## src/rtl/seq_div_if.sv

```systemverilog
// Start/busy/done handshake and result bus for seq_divider.
// SEQ_DIV_DZ_EN adds the div_by_zero flag.
interface seq_div_if #(
  parameter int WIDTH = 16
);
  // Handshake: start is sampled only while idle or done. busy is high while iterating.
  // done is high while the results are held, and the results are valid for as long as done is high.
  logic             start;
  logic [WIDTH-1:0] operand1;
  logic [WIDTH-1:0] operand2;
  logic             busy;
  logic             done;
  logic [WIDTH-1:0] Quotient;
  logic [WIDTH-1:0] Remainder;
  logic [1:0]       state_dbg;
`ifdef SEQ_DIV_DZ_EN
  logic             div_by_zero;
`endif

  modport master (
    output start, operand1, operand2,
    input  busy, done, Quotient, Remainder, state_dbg
`ifdef SEQ_DIV_DZ_EN
    , input div_by_zero
`endif
  );

  modport slave (
    input  start, operand1, operand2,
    output busy, done, Quotient, Remainder, state_dbg
`ifdef SEQ_DIV_DZ_EN
    , output div_by_zero
`endif
  );
endinterface

```

## src/rtl/seq_divider.sv

```systemverilog
// Restoring shift-and-subtract divider that produces one quotient bit per cycle.
// SEQ_DIV_DZ_EN short-circuits a zero divisor straight to DONE and flags it.
module seq_divider #(
  parameter int WIDTH = 16
) (
  input logic       clk,
  input logic       rst_n,
  seq_div_if.slave  bus
);
  localparam int CW = $clog2(WIDTH);

  typedef enum logic [1:0] {
    S_IDLE = 2'd0,
    S_RUN  = 2'd1,
    S_DONE = 2'd2
  } state_t;

  state_t           state_q, state_d;
  logic [WIDTH-1:0] d_q, d_d;
  logic [WIDTH-1:0] q_q, q_d;
  logic [WIDTH:0]   r_q, r_d;
  logic [CW-1:0]    cnt_q, cnt_d;
  logic [WIDTH-1:0] quot_q, quot_d;
  logic [WIDTH-1:0] rem_q, rem_d;

  logic [WIDTH:0]   r_shift;
  logic [WIDTH:0]   trial;
  logic [WIDTH:0]   r_step;
  logic [WIDTH-1:0] q_step;
  logic             accept;
  logic             dz_hit;

`ifdef SEQ_DIV_DZ_EN
  assign dz_hit = (bus.operand2 == '0);
`else
  assign dz_hit = 1'b0;
`endif

  assign accept = bus.start && (state_q == S_IDLE || state_q == S_DONE);

  // Trial subtraction: a clear borrow bit means the divisor fits, so keep the difference.
  assign r_shift = {r_q[WIDTH-1:0], q_q[WIDTH-1]};
  assign trial   = r_shift - {1'b0, d_q};
  assign r_step  = trial[WIDTH] ? r_shift : trial;
  assign q_step  = {q_q[WIDTH-2:0], ~trial[WIDTH]};

  always_comb begin
    state_d = state_q;
    d_d     = d_q;
    q_d     = q_q;
    r_d     = r_q;
    cnt_d   = cnt_q;
    quot_d  = quot_q;
    rem_d   = rem_q;
    case (state_q)
      S_IDLE, S_DONE: begin
        if (bus.start) begin
          if (dz_hit) begin
            state_d = S_DONE;
            quot_d  = '1;
            rem_d   = bus.operand1;
          end else begin
            state_d = S_RUN;
            d_d     = bus.operand2;
            q_d     = bus.operand1;
            r_d     = '0;
            cnt_d   = '0;
          end
        end
      end
      S_RUN: begin
        q_d   = q_step;
        r_d   = r_step;
        cnt_d = cnt_q + 1'b1;
        if (cnt_q == CW'(WIDTH - 1)) begin
          state_d = S_DONE;
          quot_d  = q_step;
          rem_d   = r_step[WIDTH-1:0];
        end
      end
      default: state_d = S_IDLE;
    endcase
  end

  always_ff @(posedge clk or negedge rst_n) begin
    if (!rst_n) begin
      state_q <= S_IDLE;
      d_q     <= '0;
      q_q     <= '0;
      r_q     <= '0;
      cnt_q   <= '0;
      quot_q  <= '0;
      rem_q   <= '0;
    end else begin
      state_q <= state_d;
      d_q     <= d_d;
      q_q     <= q_d;
      r_q     <= r_d;
      cnt_q   <= cnt_d;
      quot_q  <= quot_d;
      rem_q   <= rem_d;
    end
  end

`ifdef SEQ_DIV_DZ_EN
  logic dz_q, dz_d;
  assign dz_d = accept ? dz_hit : dz_q;

  always_ff @(posedge clk or negedge rst_n) begin
    if (!rst_n) dz_q <= 1'b0;
    else        dz_q <= dz_d;
  end

  assign bus.div_by_zero = dz_q;
`else
  logic unused_accept;
  assign unused_accept = accept;
`endif

  assign bus.busy      = (state_q == S_RUN);
  assign bus.done      = (state_q == S_DONE);
  assign bus.Quotient  = quot_q;
  assign bus.Remainder = rem_q;
  assign bus.state_dbg = state_q;
endmodule

```

## src/flat_wrapper.sv

```systemverilog
// flat-port wrapper written by rule: the top's interface ports become plain ports
module seq_divider_flat 
#(
  parameter int WIDTH = 16
)
  (clk, rst_n, bus_start, bus_operand1, bus_operand2, bus_busy, bus_done, bus_Quotient, bus_Remainder, bus_state_dbg);
  seq_div_if #(.WIDTH(WIDTH)) bus_i ();
  input logic clk;
  input logic rst_n;
  input wire logic [$bits(bus_i.start)-1:0] bus_start;
  input wire logic [$bits(bus_i.operand1)-1:0] bus_operand1;
  input wire logic [$bits(bus_i.operand2)-1:0] bus_operand2;
  output wire logic [$bits(bus_i.busy)-1:0] bus_busy;
  output wire logic [$bits(bus_i.done)-1:0] bus_done;
  output wire logic [$bits(bus_i.Quotient)-1:0] bus_Quotient;
  output wire logic [$bits(bus_i.Remainder)-1:0] bus_Remainder;
  output wire logic [$bits(bus_i.state_dbg)-1:0] bus_state_dbg;
  assign bus_i.start = bus_start;
  assign bus_i.operand1 = bus_operand1;
  assign bus_i.operand2 = bus_operand2;
  assign bus_busy = bus_i.busy;
  assign bus_done = bus_i.done;
  assign bus_Quotient = bus_i.Quotient;
  assign bus_Remainder = bus_i.Remainder;
  assign bus_state_dbg = bus_i.state_dbg;
  seq_divider #(.WIDTH(WIDTH)) u_core (.clk(clk), .rst_n(rst_n), .bus(bus_i));
endmodule
```

## config.mk

```make
export PLATFORM = sky130hd
export DESIGN_NAME = seq_divider_flat
export DESIGN_NICKNAME = d
export VERILOG_FILES = /design/src/rtl/seq_div_if.sv /design/src/rtl/seq_divider.sv /design/src/flat_wrapper.sv
export SDC_FILE = /design/constraint.sdc
export NUM_CORES = 1
export LEC_CHECK = 0
export BUFFER_PORTS_ARGS = -buffer_cell sky130_fd_sc_hd__clkbuf_2
export CAP_MARGIN = 5
export CORE_MARGIN = 1
export CORE_UTILIZATION = 40
export DETAILED_ROUTE_END_ITERATION = 8
export HOLD_SLACK_MARGIN = 0.08
export PLACE_DENSITY = 0.61
export SYNTH_ARGS = -nofsm -noshare
export SYNTH_HDL_FRONTEND = slang
export SYNTH_SLANG_ARGS = --single-unit
```

## constraint.sdc

```tcl
create_clock -name clk -period 3.15 [get_ports clk]
set_input_delay 0.4725 -clock clk [delete_from_list [all_inputs] [get_ports clk]]
set_output_delay 0.4725 -clock clk [all_outputs]
set_load 0.02 [all_outputs]
```

==> results.md, run 1 <==
* Placed cell count at 669
* Mapped cell area at 0.00442 mm2
* Num CTS Buffers at 9
* Max cap viols at 0
* Vias in the first global route at 3523
* Clock slew at reported path FFs at 0.09 ns
* Syn Nets at 529
* GR Util All Layers at 0.197
* DRT Pass-1 Iters at 5
* Clock latency on the worst-skew pair at 0.36 ns
* CP startpoint kind: flop
* Die X at 107 um
* Die H at 107 um
* Share of cells above drive strength 1 at 0.198
* RSZ-0062 raised after global routing: no
* Worst slew pin tran at 0.822 ns
* Register area share after synthesis at 0.487
* DRC viols at 0
* Avg Cell Area, Syn at 9.29 um2
* Commonest non-fill, non-tap cells in the layout: 127 x nand2_1, 86 x dfrtp_1, 69 x clkbuf_2, 51 x o21ai_0, 19 x inv_1
* Final setup skew at 0.0163 ns
* DR iter-0 viols at 116
* Critical path endpoint category: flop
* Top cell type by total area after synthesis: dfrtp_1
* Via total after detailed routing at 3586
* IO buf count at 70
* Critical path start-end classification: flop to flop
* GR Overflow Total at 0
* Starting Density at 0.410
* Largest net degree at the start of global routing at 51
* Yosys cell types at 52
* Final worst setup slack at 0.241 ns
* Compound-Gate Fraction of Synth Area at 0.196
* Layout area overhead at 15.2%
* Asr flop ratio synth at 1.00
* Final period util at 0.924
* CTS H-Tree Depth at 3
* Slew Limit Fails at 0
* Non-filler cells, final at 686
* LEAKAGE at 2.54 nW
* Total core area at 0.0108 mm2
* Fin crit period at 2.91 ns
* DR WL/cell at 15.3 um
* Status: completed
* CTS tree: yes
* Initial antenna violation count at 0
* Sink Count at 86
* I/O pin count at 71
* Area contributors post-synth: dfrtp_1 49%, nand2_1 11%, o21ai_0 5.8%
* Util after Layout at 0.472
* Worst hold path type: primary input to flop
* Max Root-Sink Buffers at 2
* First-pass GRT wire length at 17400 um
* Final hold violations at 0
* Post-synthesis simple-gate area fraction at 0.168
* Synth Area in Adders at 0.0526
* Post-DP HPWL at 7350 um
* Num rows at 38
* Rel. slew slack at 0.452
* Via density at 5.23
* Yosys warnings at 0
* Pwr dens at 1320 mW/mm2
* CP Max Fanout at 10
* Post-synthesis mux area share at 0.0359
* Xor and xnor area share after synthesis at 0.0159
* Post-Synthesis Cells at 476
* Max IR drop VDD at 0.510 mV
* DP Worst Slack at 0.227 ns
* Yosys reg bits at 86
* Setup violators final at 0
* N_diodes at 0
* Commonest non-fill, non-tap cell in the layout: nand2_1
* Setup TNS Final at 0 ns
* Crit path arrival time at 3.21 ns
* Main combinational cell family by area after synthesis: compound AO/OA/AOI/OAI gates
* Yosys top cell area share at 0.487
* Placer Congestion at 0.875
* Die area at 0.0115 mm2
* Main synth FF type: dfrtp_1
* Clk root buf: clkbuf_8
* Antenna-violating nets left at 0
* Final nets at 594
* WP data required at 3.45 ns
* Post-synth EDFFs at 0
* Maximum clock frequency at 344 MHz
* Routed wire length at 10500 um
state kept, by name, summed over array words and instances (netlist names):
signal	count
u_core.bus.Quotient	16
u_core.bus.Remainder	16
u_core.d_q	16
u_core.q_q	16
u_core.r_q	16
u_core.cnt_q	4
u_core.bus.state_dbg	2
cells in the mapped netlist, types with 5 or more instances:
library cell and number:
o211ai_1 5, a21o_1 7, a21oi_1 13, nor3_1 5
o21ai_0 51, nor2_1 10, inv_1 19, mux2i_1 11
a22oi_1 15, dfrtp_1 86, nand2_1 127, clkbuf_1 20
nand3_1 9, ha_1 17
cell families after synthesis:
logic type | Yosys count
simple gates | 175
mux | 15
compound gates | 128
buf+inv | 46
fa+ha+maj | 18
xor+xnor | 8
flops | 86
worst paths after layout:
kind / endpoint / depth (start not counted) / from / slack, ns
max in group asynchronous: u_core.r_q[1] / 3 / rst_n / 1.84
min in group asynchronous: u_core.d_q[3] / 2 / rst_n / 0.56
worst max-delay path: u_core.bus.Remainder[15] / 10 / u_core.q_q[15] / 0.24
worst min-delay path: u_core.d_q[4] / 3 / bus_operand2[4] / 0.31
worst max register to register: u_core.bus.Remainder[15] / 10 / u_core.q_q[15] / 0.24
worst min register to register: u_core.bus.Quotient[5] / 2 / u_core.bus.Quotient[5] / 0.48
final cells by class:
class                   count  area (um2)
clock inverters             5        35.0
clock buffers              11         131
inverters                  20        75.1
fillers                  1041        5700
flip-flops and latches     86        2150
multi-input cells         344        2090
repair buffers             80         430
well taps                 140         175
timing repair:
item                                    CTS  global route
endpoints found under the setup margin    0             2
gates resized for setup                   0             2
hold buffers                              1             0
endpoints found under the hold margin    27             0
setup buffers                             0             0
routing by layer:
layer | track usage | wire length, um | up-vias
met4 | 0.0705 | 148 | 0
met3 | 0.0468 | 638 | 11
met2 | 0.305 | 4740 | 86
met1 | 0.268 | 4990 | 1709
met5 | 0 | 0 | -
li1 | - | - | 1780
metrics by stage:
stage | total power, W | hold slack, ns | cell area (um2)
after floorplan | 0.00507 | 0.177 | 4420
after global placement | 0.00599 | 0.418 | 4910
after detailed placement | 0.00605 | 0.423 | 4910
after CTS | 0.00678 | 0.287 | 5090
after global routing | 0.00733 | 0.316 | 5090
final | 0.00674 | 0.310 | 5090
power breakdown:
| group | total, W | leakage [nW] | internal, W | switching [W] |
|---|---|---|---|---|
| logic | 0.00408 | 1.37 | 0.00168 | 0.00241 |
| registers | 0.00196 | 1.09 | 0.00163 | 0.000336 |
| clock network | 0.000699 | 0.0890 | 0.000290 | 0.000409 |
critical path: stages (launching register included):
cell and delay (ns):
dfrtp_1 0.37, inv_1 0.09, ha_1 0.18, inv_1 0.06, fa_1 0.43, a211oi_2 0.24, o211ai_1 0.19, a211o_1 0.39
and3_2 0.32, o41ai_4 0.39, mux2_4 0.20
Note: power is estimated with default switching activity, not from simulation.
==> inputs of run 2 (changes only) <==
--- a/config.mk
+++ b/config.mk
@@ -10,8 +10,9 @@
 export CORE_MARGIN = 1
 export CORE_UTILIZATION = 40
 export DETAILED_ROUTE_END_ITERATION = 8
+export GPL_TIMING_DRIVEN = 0
 export HOLD_SLACK_MARGIN = 0.08
-export PLACE_DENSITY = 0.61
+export PLACE_DENSITY = 0.63
 export SYNTH_ARGS = -nofsm -noshare
 export SYNTH_HDL_FRONTEND = slang
 export SYNTH_SLANG_ARGS = --single-unit
==> constraint.sdc (replaced) <==
create_clock -name clk -period 2.37 [get_ports clk]
set_input_delay 0.3555 -clock clk [delete_from_list [all_inputs] [get_ports clk]]
set_output_delay 0.3555 -clock clk [all_outputs]
set_load 0.02 [all_outputs]
==> results.md, run 2 (same netlist as run 1, synthesis figures left out) <==
* Final hold violations at 0
* Final worst setup slack at -0.264 ns
* GR Overflow Total at 0
* Num rows at 38
* Placed cell count at 687
* Final setup skew at 0.0132 ns
* Clk root buf: clkbuf_8
* Crit path arrival time at 2.92 ns
* First-pass GRT wire length at 18500 um
* Final nets at 624
* Via total after detailed routing at 3763
* Antenna-violating nets left at 0
* Die X at 107 um
* Largest net degree at the start of global routing at 66
* Via density at 5.26
* Layout area overhead at 25.1%
* Critical path start-end classification: flop to flop
* Critical path endpoint category: flop
* Status: complete, but fails checks
* Die area at 0.0115 mm2
* Worst slew pin tran at 0.763 ns
* Non-filler cells, final at 716
* DR iter-0 viols at 178
* DRT Pass-1 Iters at 4
* RSZ-0062 raised after global routing: yes
* DR WL/cell at 15.9 um
* DRC viols at 0
* Die H at 107 um
* Fin crit period at 2.63 ns
* Post-DP HPWL at 8050 um
* N_diodes at 0
* Placer Congestion at 0.839
* WP data required at 2.66 ns
* IO buf count at 70
* Max cap viols at 0
* Routed wire length at 11400 um
* I/O pin count at 71
* DP Worst Slack at -0.333 ns
* Sink Count at 86
* Clock latency on the worst-skew pair at 0.36 ns
* Vias in the first global route at 3620
* Share of cells above drive strength 1 at 0.264
* Commonest non-fill, non-tap cells in the layout: 124 x nand2_1, 85 x dfrtp_1, 72 x clkbuf_2, 25 x o21ai_0, 23 x o21ai_1
* Max Root-Sink Buffers at 2
* Commonest non-fill, non-tap cell in the layout: nand2_1
* CP Max Fanout at 8
* CTS tree: yes
* Rel. slew slack at 0.486
* Maximum clock frequency at 380 MHz
* GR Util All Layers at 0.210
* Setup violators final at 34
* Starting Density at 0.410
* Initial antenna violation count at 0
* Hold WS at 0.186 ns
* Flop2flop setup slack at -0.26 ns
* Violated checks: setup timing
* CTS H-Tree Depth at 3
* Clock slew at reported path FFs at 0.09 ns
* CP startpoint kind: flop
* Total core area at 0.0108 mm2
* Slew Limit Fails at 0
* Final period util at 1.11
* Worst hold path type: primary input to flop
* Num CTS Buffers at 9
[run 2: worst max-delay path, cell delays in order (launching register included)]
cell,delay (ns)
dfrtp_1,0.38
inv_2,0.08
ha_4,0.13
inv_2,0.03
fa_2,0.35
a211oi_2,0.21
o211ai_1,0.23
a211o_1,0.36
buf_6,0.14
nand3_4,0.08
buf_12,0.17
buf_8,0.12
nand3b_1,0.11
a31oi_1,0.17
[run 2: timing repair]
action,4_1_cts,5_1_grt
gates cloned,0,0
resized for setup,52,24
hold buffers,1,0
buffers inserted,14,2
hold endpoints to repair,21,0
pin swaps,11,9
endpoints found under the setup margin,35,42
[run 2: metrics by stage]
stage | setup TNS (ns) | instance area, um2 | util
detailed placement | -7.35 | 5000 | 0.463
global placement | -13.28 | 4970 | 0.460
floorplan | -0.172 | 4440 | -
finish | -7.17 | 5530 | 0.512
global route | -10.71 | 5530 | 0.512
CTS | -6.81 | 5470 | 0.507
[run 2: worst paths after layout]
check / cells after the start / end / from
min reg2reg: 2 / u_core.bus.Quotient[0] / u_core.bus.Quotient[0]
min in group asynchronous: 2 / u_core.bus.Remainder[4] / rst_n
max in group asynchronous: 3 / u_core.r_q[13] / rst_n
max: 13 / u_core.bus.Remainder[9] / u_core.q_q[15]
max reg2reg: 13 / u_core.bus.Remainder[9] / u_core.q_q[15]
min: 2 / u_core.bus.state_dbg[1] / bus_start
[run 2: final cells by class]
| type | instances | area, um2 |
|---|---|---|
| Timing Repair Buffer | 86 | 518 |
| Fill cell | 1034 | 5260 |
| Buffer | 24 | 126 |
| Multi-Input combinational cell | 344 | 2270 |
| Sequential cell | 86 | 2150 |
| Tap cell | 140 | 175 |
| Inverter | 20 | 75.1 |
| Clock inverter | 5 | 82.6 |
| Clock buffer | 11 | 131 |
[run 2: metal layers]
metal,global-route usage,wire (um),up-vias
met4,0.0665,150,0
met5,0,0,-
li1,-,-,1846
met3,0.0426,498,10
met1,0.286,5390,1822
met2,0.335,5340,85
Power of run 2 is not shown: default switching activity piles up to over one toggle a cycle in this logic, so the estimate is an artifact.
